===== config.mk =====
export PLATFORM = sky130hd
export DESIGN_NAME = seg_display_decoder_flat
export DESIGN_NICKNAME = d
export VERILOG_FILES = /design/src/rtl/seg_display_decoder_if.sv /design/src/rtl/seg_display_decoder.sv /design/src/flat_wrapper.sv
export SDC_FILE = /design/constraint.sdc
export NUM_CORES = 1
export LEC_CHECK = 0
export CAP_MARGIN = 15
export CORE_UTILIZATION = 57
export CTS_BUF_LIST = sky130_fd_sc_hd__clkbuf_4
export DETAILED_ROUTE_END_ITERATION = 6
export GPL_TIMING_DRIVEN = 0
export HOLD_SLACK_MARGIN = 0.15
export PLACE_DENSITY = 0.84
export SLEW_MARGIN = 20
export SYNTH_ARGS = -nofsm -noshare
export SYNTH_HDL_FRONTEND = slang
export SYNTH_SLANG_ARGS = --single-unit
export TNS_END_PERCENT = 20

===== constraint.sdc =====
create_clock -name clk -period 3.4 [get_ports clk]
set_input_delay 0.51 -clock clk [delete_from_list [all_inputs] [get_ports clk]]
set_output_delay 0.51 -clock clk [all_outputs]
set_load 0.05 [all_outputs]

===== src/rtl/seg_display_decoder_if.sv =====
// Handshake bundle between a display-code source and the decoder, and from the
// decoder to the consumer of the recovered binary value.
interface seg_display_decoder_if;
  logic [6:0] seg_tens;
  logic [6:0] seg_ones;
  logic       in_val;
  logic       in_rdy;
  logic [4:0] out;
  logic       err;
  logic       out_val;
  logic       out_rdy;

  modport master (
    output seg_tens, seg_ones, in_val, out_rdy,
    input  in_rdy, out, err, out_val
  );

  modport slave (
    input  seg_tens, seg_ones, in_val, out_rdy,
    output in_rdy, out, err, out_val
  );
endinterface


===== src/rtl/seg_display_decoder.sv =====
// Recovers a 0..31 binary value from a tens/ones pair of seven-segment codes:
// one lookup cycle, then one add-10 cycle per tens count.
module seg_display_decoder #(
  parameter bit SEG_ACTIVE_LOW = 1'b1
) (
  input  logic                  clk,
  input  logic                  rst,
  seg_display_decoder_if.slave  bus
);

  localparam logic [1:0] IDLE   = 2'd0;
  localparam logic [1:0] DECODE = 2'd1;
  localparam logic [1:0] ACCUM  = 2'd2;
  localparam logic [1:0] DONE   = 2'd3;

  logic [1:0] state;
  logic [6:0] tens_code;
  logic [6:0] ones_code;
  logic [5:0] acc;
  logic [1:0] cnt;
  logic [4:0] out_q;
  logic       err_q;
  logic       out_val_q;
  logic       in_rdy_q;

  // Returns {valid, digit}; the code is normalised to active-low form first.
  function automatic logic [4:0] seg_lookup(input logic [6:0] code);
    logic [6:0] c;
    c = SEG_ACTIVE_LOW ? code : ~code;
    case (c)
      7'h40:   seg_lookup = {1'b1, 4'd0};
      7'h79:   seg_lookup = {1'b1, 4'd1};
      7'h24:   seg_lookup = {1'b1, 4'd2};
      7'h30:   seg_lookup = {1'b1, 4'd3};
      7'h19:   seg_lookup = {1'b1, 4'd4};
      7'h12:   seg_lookup = {1'b1, 4'd5};
      7'h02:   seg_lookup = {1'b1, 4'd6};
      7'h78:   seg_lookup = {1'b1, 4'd7};
      7'h00:   seg_lookup = {1'b1, 4'd8};
      7'h10:   seg_lookup = {1'b1, 4'd9};
      default: seg_lookup = 5'd0;
    endcase
  endfunction

  logic [4:0] tens_lk;
  logic [4:0] ones_lk;
  logic [3:0] tens_dig;
  logic [3:0] ones_dig;
  logic       err_next;
  logic [5:0] acc_next;

  always_comb begin
    tens_lk  = seg_lookup(tens_code);
    ones_lk  = seg_lookup(ones_code);
    tens_dig = tens_lk[3:0];
    ones_dig = ones_lk[3:0];
    // Anything above 31 is rejected here, so ACCUM can never overflow 5 bits.
    err_next = !tens_lk[4] || !ones_lk[4] || (tens_dig > 4'd3) ||
               ((tens_dig == 4'd3) && (ones_dig > 4'd1));
    acc_next = acc + 6'd10;
  end

  always_ff @(posedge clk or posedge rst) begin
    if (rst) begin
      state     <= IDLE;
      tens_code <= '0;
      ones_code <= '0;
      acc       <= '0;
      cnt       <= '0;
      out_q     <= '0;
      err_q     <= 1'b0;
      out_val_q <= 1'b0;
      in_rdy_q  <= 1'b1;
    end else begin
      case (state)
        IDLE: begin
          if (bus.in_val) begin
            tens_code <= bus.seg_tens;
            ones_code <= bus.seg_ones;
            in_rdy_q  <= 1'b0;
            state     <= DECODE;
          end
        end
        DECODE: begin
          acc   <= {2'b00, ones_dig};
          cnt   <= tens_dig[1:0];
          err_q <= err_next;
          if (err_next || (tens_dig == 4'd0)) begin
            out_q     <= err_next ? 5'd0 : {1'b0, ones_dig};
            out_val_q <= 1'b1;
            state     <= DONE;
          end else begin
            state <= ACCUM;
          end
        end
        ACCUM: begin
          acc <= acc_next;
          cnt <= cnt - 2'd1;
          if (cnt == 2'd1) begin
            out_q     <= acc_next[4:0];
            out_val_q <= 1'b1;
            state     <= DONE;
          end
        end
        DONE: begin
          // Result is held unchanged for as long as the consumer stalls.
          if (bus.out_rdy) begin
            out_val_q <= 1'b0;
            in_rdy_q  <= 1'b1;
            state     <= IDLE;
          end
        end
        default: state <= IDLE;
      endcase
    end
  end

  assign bus.in_rdy  = in_rdy_q;
  assign bus.out     = out_q;
  assign bus.err     = err_q;
  assign bus.out_val = out_val_q;

endmodule


===== src/flat_wrapper.sv =====
// flat-port wrapper written by rule: the top's interface ports become plain ports
module seg_display_decoder_flat 
#(
  parameter bit SEG_ACTIVE_LOW = 1'b1
)
  (clk, rst, bus_seg_tens, bus_seg_ones, bus_in_val, bus_out_rdy, bus_in_rdy, bus_out, bus_err, bus_out_val);
  seg_display_decoder_if bus_i ();
  input  logic clk;
  input  logic rst;
  input wire logic [$bits(bus_i.seg_tens)-1:0] bus_seg_tens;
  input wire logic [$bits(bus_i.seg_ones)-1:0] bus_seg_ones;
  input wire logic [$bits(bus_i.in_val)-1:0] bus_in_val;
  input wire logic [$bits(bus_i.out_rdy)-1:0] bus_out_rdy;
  output wire logic [$bits(bus_i.in_rdy)-1:0] bus_in_rdy;
  output wire logic [$bits(bus_i.out)-1:0] bus_out;
  output wire logic [$bits(bus_i.err)-1:0] bus_err;
  output wire logic [$bits(bus_i.out_val)-1:0] bus_out_val;
  assign bus_i.seg_tens = bus_seg_tens;
  assign bus_i.seg_ones = bus_seg_ones;
  assign bus_i.in_val = bus_in_val;
  assign bus_i.out_rdy = bus_out_rdy;
  assign bus_in_rdy = bus_i.in_rdy;
  assign bus_out = bus_i.out;
  assign bus_err = bus_i.err;
  assign bus_out_val = bus_i.out_val;
  seg_display_decoder #(.SEG_ACTIVE_LOW(SEG_ACTIVE_LOW)) u_core (.clk(clk), .rst(rst), .bus(bus_i));
endmodule

After elaboration in Yosys (flattened, before gate mapping):

Cells that the tools add are included.

* add/sub/neg operators: 2
* $lt $le $gt $ge: 2
* equality and inequality tests: 27
* muxes and demuxes: 20
* reduce and logical (&&, ||, !) cells: 19

Operators with widths (number)
* $pmux 5 s10: 2
* $eq 7x5->1 const B: 6
* $eq 7x7->1 const B: 6
* $eq 7x6->1 const B: 4
* $eq 7x2->1 const B: 2
* $logic_not 7->1: 2
* $pmux 6 s2: 1
* $mux 5: 2
* $pmux 5 s2: 1
* $reduce_and 3->1: 3
* $pmux 2 s4: 1
* $add 6x4->6 const B: 1
* $mux 1: 6
* $mux 2: 3
* $eq 2x1->1 const B: 2
* $eq 2x2->1 const B: 2
* $eq 4x2->1 const B: 1
* $gt 4x1->1 const B: 1
* $gt 4x2->1 const B: 1
* $logic_not 4->1: 1
* $logic_or 1x1->1: 4
* $mux 4: 1
* $ne 2x1->1 const B: 2
* $ne 2x2->1 const B: 2
* 11 further kinds: 13

* register bits after elaboration: 32
* output and inout bits: 8
* word-level logic and storage cells: 79

Depth between registers and ports, before layout:

Gate-level depths: netlist (run 1).

* depth after elaboration: 9
* mapped depth: 8

Worst setup path before layout (run 1):

OpenSTA, ideal clock, no wires.

* path kind: register to register
* from: register u_core.tens_code[0]
* to: register u_core.out_q[0], in the netlist u_core.bus.out[0]
* data arrival time: 2.305 ns
* setup slack: 0.970 ns
* cell stages (with the launch flop): 8
* path buffers: 1
* cells stage by stage: dfrtp_1 -> buf_6 -> or4_4 -> a2111oi_2 -> o22a_2 -> nand3_4 -> o311ai_4 -> mux2_2

* longest elaborated chain between the ends: 9

RTL lines
* from (decl): line seg_display_decoder.sv:17 `logic [6:0] tens_code;`
* from (signal assigned): line seg_display_decoder.sv:78 `tens_code <= bus.seg_tens;`
* $eq 7x5->1 (tied with other cells): line seg_display_decoder.sv:30 `case (c)`
* $pmux 5 s10 (*): line seg_display_decoder.sv:30
* parallel branches: the longest is 7 deep, another holds $gt 4x2->1
* to (signal assigned): line seg_display_decoder.sv:89 `out_q <= err_next ? 5'd0 : {1'b0, ones_dig};`
* to (signal assigned): line seg_display_decoder.sv:100 `out_q <= acc_next[4:0];`
* to (decl): line seg_display_decoder.sv:21 `logic [4:0] out_q;`

Mark *: on every way between the ends. The select of a mux whose other input is x is not followed.
A chain may end at the register's enable or synchronous reset.

Worst setup path after layout (run 1):

* from: register u_core.ones_code[1]
* to: register u_core.out_q[2], in the netlist u_core.bus.out[2]

* longest elaborated chain between the ends: 9

RTL lines
* from (decl): line seg_display_decoder.sv:18 `logic [6:0] ones_code;`
* from (signal assigned): line seg_display_decoder.sv:79 `ones_code <= bus.seg_ones;`
* $eq 7x5->1 (tied with other cells): line seg_display_decoder.sv:30
* $pmux 5 s10 (*): line seg_display_decoder.sv:30
* parallel branches: the longest is 7 deep, another holds $gt 4x1->1

Marks and branches as above.

==> results of run 1 <==
[per-layer routing]
| layer | wire [um] | vias to the layer above | global-route usage |
|---|---|---|---|
| met2 | 2020 | 62 | 0.454 |
| li1 | - | 760 | - |
| met4 | 144 | 0 | 0.143 |
| met3 | 226 | 16 | 0.0736 |
| met5 | 0 | - | 0 |
| met1 | 1600 | 761 | 0.290 |
[cells in the mapped netlist, drive strengths merged (5+ instances only)]
master,number,area share
nand3,6,0.022
nor3,5,0.013
o21ai,12,0.031
clkbuf,7,0.020
inv,12,0.023
ha,7,0.046
mux2,20,0.12
a21oi,8,0.021
nand2,15,0.029
nand2b,5,0.016
dfrtp,30,0.39
nor2,12,0.023
[flip-flops by register name, summed over array words and instances (netlist names)]
name	cells
u_core.ones_code	7
u_core.tens_code	7
u_core.acc	5
u_core.bus.out	5
u_core.cnt	2
u_core.state	2
u_core.bus.err	1
u_core.bus.in_rdy	1
u_core.bus.out_val	1
[per-stage QoR]
stage	hold WS (ns)	util	instances	instance area [um2]	power, W
after global placement	0.488	0.711	261	2220	0.00184
after detailed placement	0.498	0.711	261	2220	0.00192
after floorplan	0.481	-	192	1920	0.00162
after global routing	0.541	0.726	268	2270	0.00229
final	0.516	0.726	268	2270	0.00213
after CTS	0.521	0.726	268	2270	0.00212
[logic make-up (layout without fill, tap and decap cells)]
family / count (synthesis) / in the layout / share of synthesized area
mux: 22 / 22 / 0.128
xor+xnor: 2 / 2 / 0.00913
fa+ha+maj: 7 / 7 / 0.0457
flops: 31 / 31 / 0.405
simple gates: 65 / 65 / 0.191
compound gates: 42 / 42 / 0.161
buf+inv: 23 / 55 / 0.0600
[cells in the final DEF (no fill, tap or decap), types with 3 or more instances in the layout]
cell type / count
ha_1: 7
a21oi_1: 8
nand2b_1: 5
nor3b_1: 3
nor2_1: 12
dfrtp_1: 30
nand3b_1: 3
nand4_1: 3
clkbuf_4: 5
inv_1: 11
nand3_1: 5
o31ai_1: 4
o21ai_0: 11
clkdlybuf4s50_1: 25
nor3_1: 5
clkbuf_1: 4
mux2_2: 20
nand2_1: 15
[report_power, final]
| group | leakage [nW] | internal (W) | switching, W |
|---|---|---|---|
| registers | 0.378 | 0.000535 | 0.000151 |
| clock network | 0.0285 | 0.0000730 | 0.000125 |
| logic | 0.531 | 0.000549 | 0.000696 |
[final timing paths]
kind	end	cells after the start	slack (ns)
setup / recovery	u_core.bus.out[2]	8	0.73
hold / removal	u_core.bus.out[0]	1	0.52
setup reg to reg	u_core.bus.out[2]	8	0.73
hold reg to reg	u_core.bus.out[0]	1	0.52
max in group asynchronous	u_core.bus.err	2	2.41
min in group asynchronous	u_core.cnt[0]	2	0.56
[layout make-up]
type	instances	area share
repair buffers	25	0.110
clock buffers	5	0.0165
inverters	12	0.0198
well taps	44	0.0243
plain buffers	11	0.0309
multi-input cells	138	0.452
flip-flops and latches	31	0.342
clock inverters	2	0.00386
[critical path: stages (launching register included)]
cell and delay (ns):
dfrtp_1 0.37, clkbuf_2 0.16, nand3b_1 0.20, or4_1 0.42
a32o_1 0.35, nand3_1 0.15, nand3_4 0.14, o311ai_4 0.40
mux2_2 0.39
==> summary.md, run 1 <==
| Metric | Value |
|---|---|
| Status | `completed` |
| Core Box Area | `3130 um2` |
| Postcts setup bufs | `0` |
| Multi-input logic area | `1030 um2` |
| Vias per std cell | `between 5 and 6` |
| Clock Sink Count | `31` |
| Slew margin rel. | `0.577` |
| Router iterations before antenna repair | `4` |
| Global-route wire length before repair | `slightly below 7000 um` |
| Crit path capture type | `register` |
| Die footprint | `roughly 3600 um2` |
| Vias in the first global route | `approximately 1,600` |
| Setup CP Type | `register to register` |
| Worst setup margin | `around 0.73 ns` |
| Area Overhead vs Synth | `18.3%` |
| Pre-CTS WS | `between 0.7 and 0.8 ns` |
| RD Place Congestion | `approximately 0.86` |
| Power per Cell Area | `between 900 and 1000 nW/um2` |
| Final min period | `roughly 2.7 ns` |
| Post-CTS Hold Buffers | `0` |
| Hold Crit Start | `u_core.bus.out[0]` |
| Worst hold path class | `register to register` |
| Slew Limit Fails | `0` |
| Routed WL per cell | `about 15 um` |
| All-Layer GR Usage | `0.263` |
| Synth Cell Area | `between 1500 and 2000 um2` |
| Critical Path RT | `3.63 ns` |
| Worst Setup SP | `u_core.ones_code[1]` |
| Die Wd | `approximately 60 um` |
| DP HPWL | `3030 um` |
| Post-synth ARST share | `1.00` |
| Storage cell area | `777 um2` |
| Yosys Warn Count | `0` |
| Grt ovf | `0` |
| Critical Path AT | `2.90 ns` |
| Total of max-cap violations | `0` |
| Most used DFF post-synth | `dfrtp_1` |
| Mean area per synthesized cell | `approximately 10 um2` |
| CTS resizes | `0` |
| CTS tree | `done` |
| Die Y | `roughly 60 um` |
| Number of diodes | `0` |
| Worst-path clk slew | `~0.1 ns` |
| Final number of hold-violating endpoints | `0` |
| Port bufs | `25` |
| Post-synth EDFFs | `0` |
| # setup viols final | `0` |
| Number of buffers created by CTS | `5` |
| Largest net degree at the start of global routing | `32` |
| Fin crit share | `0.784` |
| DRT Wirelength | `between 3000 and 4000 um` |
| H-Tree Depth | `2` |
| Via count | `1,599` |
| Io pins | `26` |
| Antenna-violating nets left | `0` |
| Peak VDD IR | `468 uV` |
| Seq/Total Area, Yosys | `0.405` |
| Worst Clk Skew | `0.0156 ns` |
| Bufs on Longest Clock Path | `2` |
| Ratio of cells with drive above 1 in the final layout | `0.201` |
| # nets final | `about 250` |
| Post-Synthesis Net Count | `between 200 and 250` |
| Row count | `20` |
| Initial core utilization | `0.613` |
| Largest fanout on the critical path | `9` |
| Mapped Cells | `~190` |
| Remaining routing DRC violations | `0` |
| Worst setup SP type | `register` |
| Clock tree root driver cell | `clkbuf_4` |
| Reg-to-reg startpoint | `u_core.ones_code[1]` |
| Initial antenna violation count | `0` |
| Initial drt markers | `between 90 and 100` |
| RSZ-0062 raised after global routing | `no` |
| FF+latch count, synth | `31` |
| P_leak | `approximately 0.94 nW` |
| Least-Margin Pin Slew | `between 0.6 and 0.7 ns` |
| Post-synth cell types | `54` |
| Fillers | `about 260` |
| Max Freq | `about 0.37 GHz` |
| Clk_lat worst skew | `~0.34 ns` |
| Setup tns final | `0 ns` |
No activity file was read; power rests on OpenSTA's default activity.
==> run 2, diff against run 1 <==
- CORE_UTILIZATION: 57 -> 51
- PLACE_DENSITY: 0.84 -> 0.8
- clock period: 3.4 -> 2.2 ns (I/O delays scaled with it)
==> summary.md, run 2 (same netlist as run 1, synthesis figures left out) <==
| Metric | Value |
|---|---|
| Status | `complete, but fails checks (was completed)` |
| Failing checks | `negative setup slack` |
| Total of max-cap violations | `0 (unchanged)` |
| Core Box Area | `3470 um2 (was 3130 um2)` |
| Top Registers | `u_core.ones_code x7, u_core.tens_code x7 (unchanged)` |
| Fillers | `292 (was 257)` |
| Hold Slack | `0.410 ns (was 0.516 ns)` |
| All-Layer GR Usage | `0.210 (was 0.263)` |
| Vias in the first global route | `1,518 (was 1,620)` |
| Clock Sink Count | `31 (unchanged)` |
| Most frequent cells in the layout | `dfrtp_1, clkdlybuf4s50_1, mux2_2 (unchanged)` |
| Final number of hold-violating endpoints | `0 (unchanged)` |
| Initial drt markers | `57 (was 99)` |
| RSZ-0062 raised after global routing | `yes (was no)` |
| Critical Path AT | `2.66 ns (was 2.90 ns)` |
| Via count | `1,575 (was 1,599)` |
| Reg2Reg Setup Slack | `-0.25 ns (was 0.73 ns)` |
| DRT Wirelength | `3850 um (was 4000 um)` |
| Peak VDD IR | `835 uV (was 468 uV)` |
| Reg-to-reg startpoint | `u_core.tens_code[3] (was u_core.ones_code[1])` |
| Vias per std cell | `5.71 (was 5.97)` |
| Worst setup margin | `-0.248 ns (was 0.733 ns)` |
| Max Freq | `0.408 GHz (was 0.375 GHz)` |
| FF-to-FF End | `u_core.bus.out_val (was u_core.bus.out[2])` |
| Router iterations before antenna repair | `5 (was 4)` |
| Initial antenna violation count | `0 (unchanged)` |
| DP HPWL | `2530 um (was 3030 um)` |
| Power per Cell Area | `1450 nW/um2 (was 938 nW/um2)` |
| Slew Limit Fails | `0 (unchanged)` |
| Worst-path clk slew | `0.10 ns (about the same)` |
| Bufs on Longest Clock Path | `2 (unchanged)` |
| R2R depth | `8 (unchanged)` |
| Global-route wire length before repair | `6760 um (was 6860 um)` |
| Setup tns final | `-1.47 ns (was 0 ns)` |
| Number of buffers created by CTS | `5 (unchanged)` |
| Fin crit share | `1.11 (was 0.784)` |
| Number of diodes | `0 (unchanged)` |
| Area Overhead vs Synth | `23.6% (was 18.3%)` |
| Grt ovf | `0 (unchanged)` |
| Post-CTS Hold Buffers | `0 (unchanged)` |
| Crit path capture type | `register (unchanged)` |
| Critical Path RT | `2.41 ns (was 3.63 ns)` |
| Worst hold path class | `input port to asynchronous set/reset pin (was register to register)` |
| H-Tree Depth | `2 (unchanged)` |
| Least-Margin Pin Slew | `0.644 ns (was 0.634 ns)` |
| Die Wd | `63.3 um (was 60.0 um)` |
| Initial core utilization | `0.553 (was 0.613)` |
| Final min period | `2.45 ns (was 2.67 ns)` |
| Clk_lat worst skew | `0.32 ns (was 0.34 ns)` |
| Die Y | `63.3 um (was 60.0 um)` |
| Clock tree root driver cell | `clkbuf_4 (unchanged)` |
| P_leak | `0.993 nW (was 0.938 nW)` |
| Remaining routing DRC violations | `0 (unchanged)` |
| Ratio of cells with drive above 1 in the final layout | `0.248 (was 0.201)` |
| Slew margin rel. | `0.570 (was 0.577)` |
| # setup viols final | `7 (was 0)` |
| RD Place Congestion | `0.821 (was 0.860)` |
| Largest net degree at the start of global routing | `32 (unchanged)` |
| Largest fanout on the critical path | `6 (was 9)` |
| Port bufs | `25 (unchanged)` |
| Io pins | `26 (unchanged)` |
| Routed WL per cell | `14.0 um (was 14.9 um)` |
| Commonest non-fill, non-tap cell in the layout | `dfrtp_1 (unchanged)` |
| Die footprint | `4010 um2 (was 3600 um2)` |
| Setup CP Type | `register to register (unchanged)` |
| CTS tree | `done (unchanged)` |
| Worst setup SP type | `register (unchanged)` |
| Worst Clk Skew | `0.00917 ns (was 0.0156 ns)` |
| Antenna-violating nets left | `0 (unchanged)` |
| Row count | `21 (was 20)` |
| # nets final | `256 (was 249)` |
## run 2: changes by cell type in the layout (fill, tap and decap cells not counted), moves of 2 or more
cell,delta
mux2_2,-4
mux2_4,+4
buf_6,+2
buf_4,+7
## run 2: metal layers
metal / track usage / vias to the layer above / part of all wire
li1: - / 772 / -
met1: 0.261 / 759 / 0.45
met2: 0.364 / 38 / 0.50
met3: 0.0417 / 6 / 0.033
met4: 0.0653 / 0 / 0.014
met5: 0 / - / 0
## run 2: worst max path at each step
stage	slack [ns]	to	start	cells after the start
final	-0.25	u_core.bus.out_val	u_core.tens_code[3]	8
after global routing	-0.32	u_core.bus.out[3]	u_core.tens_code[3]	8
after CTS	-0.34	u_core.bus.out[1]	u_core.tens_code[3]	8
after detailed placement	-0.42	u_core.bus.out[1]	u_core.ones_code[1]	8
after global placement	-0.40	u_core.bus.out[1]	u_core.ones_code[1]	8
after floorplan	-0.23	u_core.bus.out[0]	u_core.tens_code[0]	7
## run 2: where the power goes
| part | internal [W] | switching [W] | leakage (nW) |
|---|---|---|---|
| clock | 0.000126 | 0.000182 | 0.0276 |
| combinational | 0.000976 | 0.00108 | 0.588 |
| sequential | 0.000829 | 0.000255 | 0.377 |
| total | 0.00193 | 0.00152 | 0.993 |
## run 2: area by class of cell
class / instances / area (um2) / share of cell area
clock buffer: 6 / 45.0 / 0.0190
sequential: 31 / 778 / 0.328
tap: 46 / 57.6 / 0.0243
multi-input combinational: 138 / 1070 / 0.451
timing repair buffer: 34 / 325 / 0.137
inverter: 12 / 45.0 / 0.0190
buffer: 9 / 51.3 / 0.0216
## run 2: timing repair
item                       in CTS  in global routing
gates resized for setup        10                  2
setup endpoints to repair       7                  8
pin swaps                       6                  5
buffers inserted                8                  1
## run 2: critical path, cell delays in order (launching register included)
cell       delay (ns)
dfrtp_1          0.38
buf_6            0.12
or4_4            0.52
a2111oi_4        0.30
o22a_2           0.24
nand3_4          0.10
buf_6            0.14
o311a_2          0.32
a211o_1          0.23
## run 2: through the flow
step                total power, W   util  setup WS (ns)  std cells  instance area (um2)
floorplan                  0.00251      -         -0.230        192                 1920
global placement           0.00287  0.642         -0.398        263                 2230
detailed placement         0.00292  0.642         -0.418        263                 2230
CTS                        0.00342  0.680         -0.338        276                 2360
global route               0.00371  0.684         -0.322        276                 2370
finish                     0.00345  0.684         -0.248        276                 2370
